<file path="src/rtl/dsp48_ctrl_pkg.sv">
// Shared control definitions for the DSP48A1-style MAC sequencer:
// OPMODE codes driven to the slice and the sequencer state encoding.
package dsp48_ctrl_pkg;

    // X=M, Z=0 : P <= product (first term of a sum)
    localparam logic [7:0] OPM_FIRST = 8'h01;
    // X=M, Z=P : P <= P + product
    localparam logic [7:0] OPM_ACC   = 8'h09;
    // X=0, Z=P : P unchanged
    localparam logic [7:0] OPM_HOLD  = 8'h08;

    typedef enum logic [2:0] {
        IDLE  = 3'd0,
        CLR   = 3'd1,
        RUN   = 3'd2,
        DRAIN = 3'd3,
        DONE  = 3'd4
    } seq_state_e;

endpackage

</file>
<file path="src/rtl/dsp_opmode_dly.sv">
// OPMODE delay line: aligns the opmode chosen at operand acceptance with
// the product arriving at the slice post-adder. DLY=0 is a pass-through.
module dsp_opmode_dly
    import dsp48_ctrl_pkg::*;
#(
    parameter int unsigned DLY = 2
) (
    input  logic       clk,
    input  logic       rst,
    input  logic       ce_i,
    input  logic [7:0] d_i,
    output logic [7:0] q_o
);

    generate
        if (DLY == 0) begin : g_pass
            assign q_o = d_i;
        end else begin : g_sr
            logic [7:0] sr_q [DLY];

            // Shift on the slice CE so the line advances in step with the A/B/M registers
            always_ff @(posedge clk) begin
                if (rst) begin
                    for (int unsigned i = 0; i < DLY; i++) begin
                        sr_q[i] <= OPM_HOLD;
                    end
                end else if (ce_i) begin
                    sr_q[0] <= d_i;
                    for (int unsigned i = 1; i < DLY; i++) begin
                        sr_q[i] <= sr_q[i-1];
                    end
                end
            end

            assign q_o = sr_q[DLY-1];
        end
    endgenerate

endmodule

</file>
<file path="src/rtl/dsp_mac_seq.sv">
// Control sequencer for one DSP48A1-style slice running a LEN-term
// multiply-accumulate job. Operand data goes straight to the slice; this
// block handles the handshake, OPMODE sequencing, P clear and completion.
// Optional macro DSP_MAC_SEQ_PERF_EN adds the bubble_cnt output.
module dsp_mac_seq
    import dsp48_ctrl_pkg::*;
#(
    parameter int unsigned CNT_W   = 16,
    parameter int unsigned OPM_DLY = 2,
    parameter int unsigned P_LAT   = 1
) (
    input  logic             clk,
    input  logic             rst,
    input  logic             start,
    input  logic [CNT_W-1:0] len,
    input  logic             in_valid,
    output logic             in_ready,
    output logic             dsp_ce,
    output logic             dsp_rstp,
    output logic [7:0]       dsp_opmode,
    output logic             busy,
    output logic             done,
    output logic [CNT_W-1:0] sample_cnt
`ifdef DSP_MAC_SEQ_PERF_EN
    ,
    output logic [CNT_W-1:0] bubble_cnt
`endif
);

    // Cycles spent in DRAIN: opmode delay plus the P register
    localparam int unsigned DRN_CYC  = OPM_DLY + P_LAT;
    localparam int unsigned DRN_W    = (DRN_CYC > 1) ? $clog2(DRN_CYC) : 1;
    localparam int unsigned DRN_LAST = (DRN_CYC > 0) ? DRN_CYC - 1 : 0;

    seq_state_e       state_q, state_d;
    logic [CNT_W-1:0] len_q, len_d;
    logic [CNT_W-1:0] cnt_q, cnt_d;
    logic [DRN_W-1:0] drn_q, drn_d;
    logic [7:0]       opm_push;

    // Next-state, counters and slice controls, all decoded from the current state
    always_comb begin
        state_d  = state_q;
        len_d    = len_q;
        cnt_d    = cnt_q;
        drn_d    = drn_q;
        opm_push = OPM_HOLD;
        in_ready = 1'b0;
        dsp_ce   = 1'b0;
        dsp_rstp = 1'b0;
        done     = 1'b0;

        case (state_q)
            IDLE: begin
                if (start) begin
                    cnt_d = '0;
                    if (len != '0) begin
                        len_d   = len;
                        state_d = RUN;
                    end else begin
                        state_d = CLR;
                    end
                end
            end
            CLR: begin
                dsp_ce   = 1'b1;
                dsp_rstp = 1'b1;
                state_d  = DONE;
            end
            RUN: begin
                dsp_ce   = 1'b1;
                in_ready = 1'b1;
                if (in_valid) begin
                    cnt_d    = cnt_q + 1'b1;
                    opm_push = (cnt_q == '0) ? OPM_FIRST : OPM_ACC;
                    // cnt_q < len_q here, so the increment never wraps
                    if (cnt_d == len_q) begin
                        drn_d   = '0;
                        state_d = (DRN_CYC == 0) ? DONE : DRAIN;
                    end
                end
            end
            DRAIN: begin
                dsp_ce = 1'b1;
                if (drn_q == DRN_W'(DRN_LAST)) begin
                    state_d = DONE;
                end else begin
                    drn_d = drn_q + 1'b1;
                end
            end
            DONE: begin
                done    = 1'b1;
                state_d = IDLE;
            end
            default: state_d = IDLE;
        endcase
    end

    // State and counter registers with synchronous reset
    always_ff @(posedge clk) begin
        if (rst) begin
            state_q <= IDLE;
            len_q   <= '0;
            cnt_q   <= '0;
            drn_q   <= '0;
        end else begin
            state_q <= state_d;
            len_q   <= len_d;
            cnt_q   <= cnt_d;
            drn_q   <= drn_d;
        end
    end

    assign busy       = (state_q != IDLE);
    assign sample_cnt = cnt_q;

    dsp_opmode_dly #(
        .DLY (OPM_DLY)
    ) u_opm_dly (
        .clk  (clk),
        .rst  (rst),
        .ce_i (dsp_ce),
        .d_i  (opm_push),
        .q_o  (dsp_opmode)
    );

`ifdef DSP_MAC_SEQ_PERF_EN
    logic [CNT_W-1:0] bub_q, bub_d;

    // Saturating count of RUN cycles without an operand
    always_comb begin
        bub_d = bub_q;
        if (state_q == IDLE && start) begin
            bub_d = '0;
        end else if (state_q == RUN && !in_valid && bub_q != '1) begin
            bub_d = bub_q + 1'b1;
        end
    end

    // Bubble counter register
    always_ff @(posedge clk) begin
        if (rst) begin
            bub_q <= '0;
        end else begin
            bub_q <= bub_d;
        end
    end

    assign bubble_cnt = bub_q;
`endif

endmodule

</file>
<file path="config.mk">
export PLATFORM = sky130hd
export DESIGN_NAME = dsp_mac_seq
export DESIGN_NICKNAME = d
export VERILOG_FILES = /design/src/rtl/dsp48_ctrl_pkg.sv /design/src/rtl/dsp_opmode_dly.sv /design/src/rtl/dsp_mac_seq.sv
export SDC_FILE = /design/constraint.sdc
export NUM_CORES = 1
export LEC_CHECK = 0
export ABC_AREA = 1
export BUFFER_PORTS_ARGS = -buffer_cell sky130_fd_sc_hd__clkbuf_2
export CORE_ASPECT_RATIO = 2
export CORE_MARGIN = 2
export CORE_UTILIZATION = 60
export DETAILED_ROUTE_END_ITERATION = 8
export HOLD_SLACK_MARGIN = 0.02
export PLACE_DENSITY = 0.86
export SETUP_SLACK_MARGIN = 0.3
export SLEW_MARGIN = 10
export SYNTH_ARGS = -nofsm -noshare
export SYNTH_HDL_FRONTEND = slang
export SYNTH_SLANG_ARGS = --single-unit
</file>
<file path="constraint.sdc">
create_clock -name clk -period 5.2 [get_ports clk]
set_clock_uncertainty 0.05 [all_clocks]
set_input_delay 0.52 -clock clk [delete_from_list [all_inputs] [get_ports clk]]
set_output_delay 0.52 -clock clk [all_outputs]
set_load 0.03 [all_outputs]
</file>
==> results.ini, run 1 <==
[drt]
dr.pass1.iters = 4
drt_iter0_drc = 84
viasPerCell = 5.44
vias = 2612
drt_wl_total_um = 6300
wl_per_cell_um = 13.1
ant_nets = 0
drcViolationCount = 0

[sta]
rsz0062_at_grt = false
min_period_over_period_pct = 47.9
worst_slew_pin_slew_ps = 845
relSlewSlack_pct = 43.5
finalHoldViolCount = 0
setup_ws_ps = 2710
post-route-min-period_ps = 2490
finalSetupTns_ps = 0
fmax_mhz = 402
setup_viol_count_final = 0
slew_viol_final = 0

[pwr]
power.density_nw_per_um2 = 412
ir_worst_vdd_uv = 368
p_leak_uw = 0.00123

[finish]
antennaDiodeCount = 0
seqCellArea_sq_um = 861
multi_input_area_sq_um = 1370
design_area_sq_um = 2840
syn_to_final_growth_pct = 11.9
layout.nets = 450
drive_above_1_share_pct = 15.9
nFillCells = 371

[place]
dpl_cell_area_sq_um = 2720
place_ws_ps = 2550
dp_hpwl_um = 4800
gp_congestion = 0.913
port_buffers = 42

[synth]
synth_flop_cell = dfxtp_1
synthCells = 391
syn_area_sq_um = 2540
synthArstFlopShare_pct = 0
syn_area_per_cell_sq_um = 6.49
yosys_warnings = 0
yosys.area.top_type = dfxtp_1
ys_seq_elements = 41
synth_top_area_share_pct = 29.2
synth.area.top_cells = dfxtp_1 (29%), nand2_1 (14%), nand3_1 (10%)
ys_types = 28
ys_seq_area_share_pct = 33.9
synth_edf_count = 4

[global_route]
antenna_found_initial = 0
grt.total_usage_pct = 28.7
grt_max_degree = 32
first_global_vias = 2485
grt_util_met3_pct = 2.95
busiest_layer = met2
use_met1_pct = 29.6
grt_overflow = 0
grt_pass1_wl_um = 10500
gr-usage-met2_pct = 55.6

[die]
die_x_um = 50.0
die_h_um = 95.9
core_sq_um = 4090
initial_core_util_pct = 62.0
pin_count = 49
die_area_sq_um = 4790
rows = 33

[critical_path]
critical_path.top_delay_family = simple AND/OR/NAND/NOR gates
worstPathArrival_ps = 2630
critical_path.slowest_cell = nor2_2
cp-startpoint = state_q[1]
crit_top_cell = inv_1
slowest_delay_ps = 580
cp_data_required_time_ps = 5340
r2r_start = state_q[1]
worst-path-buf-inv = 3
cp-start-kind = register
end_kind = register
path_max_fanout = 17
critPathKind = reg -> reg
path_cells = inv_1 -> nor3_1 -> inv_1 -> nor2_2 -> o21ai_1 -> buf_4 -> o21ai_0 -> a21oi_1

[clock_network]
clockBufferDepth = 2
numCtsBuffers = 5
cts_tree = yes
htreeDepth = 2
cts_resized = 0
root_buffer = clkbuf_8
clock_sinks = 41
postCtsSetupBuffers = 0
postCtsHoldBufs = 0
clkSlewWorstSetupHoldPaths_ps = 90
clock_latency_ps = 290

[job]
max_cap_violations = 0

[hold_path]
hold_class = reg -> reg
hold_start = len_q[2]

[status]
status = finished, final reports clean

final cells by class:
class | count | area share (%)
Timing Repair Buffer | 43 | 7.67
Multi-Input combinational cell | 281 | 48.4
Sequential cell | 41 | 30.3
Clock inverter | 3 | 1.63
Inverter | 55 | 7.28
Tap cell | 52 | 2.29
Clock buffer | 5 | 2.43
worst paths after layout:
check	cells after the start	slack [ps]	end
setup / recovery	8	2710	sample_cnt[0]
hold / removal	2	420	len_q[2]
setup reg to reg	8	2710	sample_cnt[0]
hold reg to reg	2	420	len_q[2]
cell usage in the layout (no fill, tap or decap):
cell type / count
xnor3_1: 1
nand2_1: 94
nor2_1: 28
inv_1: 55
nor2_2: 2
nand2_2: 8
nand3_1: 52
clkbuf_2: 42
nor3b_1: 1
ha_1: 3
buf_4: 1
xor2_1: 1
nor3_1: 3
clkinvlp_4: 1
nor2_4: 5
clkinv_4: 1
nand4_1: 13
nor4_1: 6
o21ai_1: 1
a21oi_2: 1
bufinv_16: 1
dfxtp_1: 37
edfxtp_1: 4
o21ai_0: 19
a21oi_1: 34
clkbuf_8: 5
nor3_2: 1
nand3b_1: 1
conb_1: 6
and2_1: 1
tightest hold or removal path, cell delays in order, from the launching register on:
cell	delay, ps
dfxtp_1	320
inv_1	60
a21oi_1	50
routing by layer:
metal  part of all wire [%]  up-vias
met4                    2.4        0
met5                      0        -
li1                       -     1334
met2                     54       82
met1                     39     1184
met3                    4.7       12
stage by stage:
step	util (%)	cells	hold slack, ps	power (uW)
4_1_cts	69.4	480	426	1170
2_1_floorplan	-	396	393	799
3_5_place_dp	66.6	472	414	908
3_3_place_gp	66.6	472	406	892
5_1_grt	69.4	480	444	1250
6_report	69.4	480	425	1170
kinds of logic (layout without fill, tap and decap cells):
group                    after synthesis  after routing  share of synthesized area [%]
AO/OA/AOI/OAI                         55             55                           11.0
AND/OR/NAND/NOR                      215            215                           39.5
adder cells (fa/ha/maj)                3              3                           1.48
XOR/XNOR                               2              2                           1.23
flip-flops                            41             41                           33.9
other                                  1              6                          0.148
buffers and inverters                 74            106                           12.7
cells in the mapped netlist (2+ instances only):
library cell  instances
clkbuf_1              7
edfxtp_1              4
nor2_1               28
a21oi_1              34
nor3_1                3
nand3_1              52
ha_1                  3
nand2_1              94
nor2_4                5
nand4_1              13
o21ai_0              19
nand2_2               8
buf_2                 2
nor4_1                6
dfxtp_1              37
inv_1                55
buf_4                 9
nor2_2                2
sequential cells by signal (all words and copies together) (netlist names):
| register | cells |
|---|---|
| state_q | 3 |
| drn_q | 2 |
| len_q | 16 |
| sample_cnt | 16 |
| u_opm_dly.g_sr.sr_q | 4 |
report_power, final:
part | total [uW] | leakage (uW) | switching, uW | internal (uW)
Sequential | 424 | 0.000339 | 35.8 | 388
Combinational | 481 | 0.000835 | 339 | 142
Clock | 264 | 0.0000543 | 121 | 144
Total | 1170 | 0.00123 | 496 | 674
Note: power is estimated with default switching activity, not from simulation.
==> inputs of run 2 (changes only) <==
Settings changed: CORE_UTILIZATION 60 to 55, PLACE_DENSITY 0.86 to 0.79.
Clock period 5.2 ns to 2.4 ns, I/O delays scaled along.
==> results.ini, run 2 (synthesis results as in run 1) <==
[finish]
drive_above_1_share_pct = 23.6
antennaDiodeCount = 0
syn_to_final_growth_pct = 21.5
layoutNonFillerInstCount = 495
layout.nets = 462
final_common_cell = nand2_1
mostFrequentLayoutCells = nand2_1 (92), inv_1 (54), nand3_1 (46)

[global_route]
antenna_found_initial = 0
use_met1_pct = 32.0
grt_overflow = 0
grt_pass1_wl_um = 11200
grt_util_met3_pct = 4.61
first_global_vias = 2581
busiest_layer = met2
grt.total_usage_pct = 28.6
grt_max_degree = 32
gr-usage-met2_pct = 47.7

[place]
dp_hpwl_um = 5130
gp_congestion = 0.930
port_buffers = 42
dp_cells = 478
place_ws_ps = 167

[pwr]
switching_share_pct = 41.0
power.density_nw_per_um2 = 896
p_leak_uw = 0.00134
clockPowerShare_pct = 24.3
seqPwrFrac_pct = 33.5
share_comb_of_total_power_pct = 42.2
ir_worst_vdd_uv = 866
switchingPower_uw = 1130
p_int_uw = 1630

[sta]
rsz0062_at_grt = true
timing.hold.ws_ps = 165
setup_viol_count_final = 0
finalSetupTns_ps = 0
finalHoldViolCount = 0
min_period_over_period_pct = 89.4
setup_ws_ps = 253
worst_slew_pin_slew_ps = 599
slew_viol_final = 0
relSlewSlack_pct = 59.7
post-route-min-period_ps = 2150
fmax_mhz = 466

[die]
die_h_um = 100
pin_count = 49
die_area_sq_um = 5200
die_x_um = 52.0
core_sq_um = 4510
initial_core_util_pct = 56.2
rows = 35

[drt]
drcViolationCount = 1
drt_iter0_drc = 87
ant_nets = 0
drt_wl_total_um = 7010
dr.pass1.iters = 7
vias = 2776
wl_per_cell_um = 14.2
viasPerCell = 5.61

[critical_path]
end_kind = register
cp_data_required_time_ps = 2550
critical_path.slowest_cell = dfxtp_4
path_cells = clkinvlp_4 -> ha_4 -> nor2_1 -> nor2_1 -> nand3_1 -> nor2_1 -> nand2_1 -> nor2_1 -> nand3_1 -> nor2_1 -> nand2_1 -> nand2_2 -> nand3_1 -> nand2_1 -> nor2_1
crit_top_cell = nor2_1
worstPathArrival_ps = 2300
cp-start-kind = register
path_max_fanout = 5
critPathKind = reg -> reg
slowest_delay_ps = 390

[hold_path]
hold_class = in -> reg

[clock_network]
cts_tree = yes
root_buffer = clkbuf_8
clkSlewWorstSetupHoldPaths_ps = 90
clock_sinks = 41
clock_latency_ps = 300
clockBufferDepth = 2
postCtsHoldBufs = 0
numCtsBuffers = 5
htreeDepth = 2

[status]
status = finished, violations left
violations = design-rule violations

[job]
max_cap_violations = 0

-- run 2: final timing paths --
| kind | end | cells after the start | from | slack, ps |
|---|---|---|---|---|
| setup reg to reg | drn_q[1] | 15 | sample_cnt[0] | 250 |
| hold / removal | state_q[1] | 3 | start | 160 |
| hold reg to reg | len_q[12] | 2 | len_q[12] | 430 |
| setup / recovery | drn_q[1] | 15 | sample_cnt[0] | 250 |
-- run 2: layer usage --
metal  vias up  share of wire [%]
met5         -                  0
met1      1272                 38
met2       115                 51
li1       1365                  -
met4         0                5.0
met3        24                5.3
-- run 2: cell type report --
class / instances / area, sq um
multi-input combinational: 281 / 1470
fill: 391 / 1430
sequential: 41 / 878
timing repair buffer: 55 / 320
inverter: 55 / 210
clock buffer: 5 / 68.8
tap: 55 / 68.8
clock inverter: 3 / 65.1
-- run 2: repair_timing --
item	CTS	global route
gates cloned	0	0
buffers inserted	0	9
setup endpoints to repair	4	14
resized for setup	9	20
pin swaps	1	13
-- run 2: worst max-delay path, delay by kind of cell, from the launching register on --
| kind | cells | cell delay, ps |
|---|---|---|
| buffers and inverters | 1 | 140 |
| adder cells (fa/ha/maj) | 1 | 300 |
| flip-flops | 1 | 390 |
| AND/OR/NAND/NOR | 13 | 1170 |
-- run 2: stage by stage --
| step | util (%) | instance area (sq um) | power (uW) |
|---|---|---|---|
| finish | 68.3 | 3080 | 2760 |
| global placement | 61.4 | 2770 | 2000 |
| detailed placement | 61.4 | 2770 | 2040 |
| floorplan | - | 2560 | 1740 |
| global route | 68.3 | 3080 | 2930 |
| CTS | 65.1 | 2940 | 2710 |
-- run 2: power groups by stage --
stage | Sequential (uW) | Combinational [uW] | Clock (uW)
floorplan | 928 | 809 | 0
global placement | 931 | 1070 | 0
detailed placement | 937 | 1100 | 0
CTS | 925 | 1110 | 675
global route | 941 | 1290 | 702
finish | 926 | 1170 | 671
==> inputs of run 3 (changes only) <==
Settings changed: CORE_ASPECT_RATIO 2 to unset.
==> results.ini, run 3 (synthesis results as in run 1) <==
[finish]
antennaDiodeCount = 0
nFillCells = 401
multi_input_area_sq_um = 1450
syn_to_final_growth_pct = 16.5
final_common_cell = nand2_1
layout.nets = 458
drive_above_1_share_pct = 21.3
mostFrequentLayoutCells = nand2_1 (89), inv_1 (54), nand3_1 (49)
seqCellArea_sq_um = 872

[sta]
fmax_mhz = 486
post-route-min-period_ps = 2060
slew_viol_final = 0
rsz0062_at_grt = true
relSlewSlack_pct = 60.3
finalSetupTns_ps = 0
finalHoldViolCount = 0
worst_slew_pin_slew_ps = 594
min_period_over_period_pct = 85.7
setup_viol_count_final = 0

[critical_path]
worstRegToRegCells = 16
reg2reg_slack_ps = 340
slowest_delay_ps = 400
critical_path.slowest_cell = dfxtp_4
path_cells = clkinvlp_4 -> buf_4 -> nor2_4 -> nand2_2 -> nor2_4 -> nand2_2 -> nand2_2 -> nand2_1 -> nand2_1 -> nand2_1 -> nor2_1 -> nand2_1 -> nand2_2 -> nand3_1 -> nand2_1 -> nor2_1
cp-start-kind = register
timing.rr.end = drn_q[1]
critPathKind = reg -> reg
end_kind = register
cp_data_required_time_ps = 2550
worstPathArrival_ps = 2210
path_max_fanout = 7
r2r_start = sample_cnt[0]
crit_top_cell = nand2_1

[pwr]
power.density_nw_per_um2 = 843
ir_worst_vdd_uv = 687
power_uw = 2490
p_leak_uw = 0.00127

[clock_network]
clockBufferDepth = 2
cts_tree = yes
root_buffer = clkbuf_8
clock_latency_ps = 300
htreeDepth = 2
clkSlewWorstSetupHoldPaths_ps = 70
postCtsHoldBufs = 0
numCtsBuffers = 5
clock_sinks = 41

[die]
die_area_sq_um = 5170
initial_core_util_pct = 57.8
core_sq_um = 4380
die_x_um = 71.9
pin_count = 49
rows = 24
die_h_um = 71.9

[drt]
drt_wl_total_um = 6760
dr.pass1.iters = 8
wl_per_cell_um = 13.8
drt_iter0_drc = 259
viasPerCell = 5.56
ant_nets = 0
drcViolationCount = 0
vias = 2715

[global_route]
antenna_found_initial = 0
grt_overflow = 0
grt.total_usage_pct = 27.4
grt_max_degree = 32
grt_pass1_wl_um = 11000
first_global_vias = 2376

[hold_path]
whs_endpoint = len_q[11]
hold_class = in -> reg
hold_start = len[11]
hold_path_depth = 3

[place]
dp_hpwl_um = 4860
gp_congestion = 0.992
port_buffers = 42

[status]
status = finished, final reports clean

[job]
max_cap_violations = 0

-- run 3: final cells by class --
type | instances | area share (%)
clock buffer | 8 | 2.71
inverter | 55 | 7.11
sequential | 41 | 29.5
tap | 52 | 2.20
timing repair buffer | 51 | 9.40
multi-input combinational | 281 | 49.1
-- run 3: worst max path at each step --
stage	startpoint	endpoint	slack (ps)	cells past startpoint
floorplan	sample_cnt[1]	drn_q[0]	420	14
global placement	sample_cnt[0]	drn_q[1]	300	14
detailed placement	sample_cnt[1]	drn_q[1]	230	14
CTS	sample_cnt[2]	drn_q[1]	320	13
global route	sample_cnt[0]	drn_q[0]	180	16
finish	sample_cnt[0]	drn_q[1]	340	16
-- run 3: critical path: cells and delay by family, from the launching register on --
kind / cells / cell delay (ps)
and+or+nand+nor: 14 / 1220
DFF: 1 / 400
buffers and inverters: 2 / 280
-- run 3: per-layer routing --
metal / up-vias / part of all wire, % / GRT usage (%)
li1: 1348 / - / -
met1: 1218 / 45 / 39.5
met2: 134 / 46 / 42.3
met3: 15 / 7.8 / 3.61
met4: 0 / 1.8 / 9.85
met5: - / 0 / 0
-- run 3: timing repair --
action                     in CTS  in global routing
pin swaps                       1                  6
resized for setup               6                 17
buffers inserted                2                  3
setup endpoints to repair       4                  4
-- run 3: metrics by stage --
stage | utilization (%) | cells | hold WS, ps | area, sq um | setup WS (ps)
global placement | 62.8 | 475 | 409 | 2750 | 304
floorplan | - | 396 | 336 | 2560 | 419
detailed placement | 62.8 | 475 | 415 | 2750 | 229
finish | 67.4 | 488 | 156 | 2960 | 342
global route | 67.4 | 488 | 186 | 2960 | 181
CTS | 65.5 | 485 | 160 | 2870 | 321
-- run 3: report_power, final --
part / internal [uW] / switching, uW / total [uW] / leakage, uW
clock network: 207 / 235 / 442 / 0.0000395
registers: 844 / 86.1 / 930 / 0.000342
logic: 355 / 765 / 1120 / 0.000889
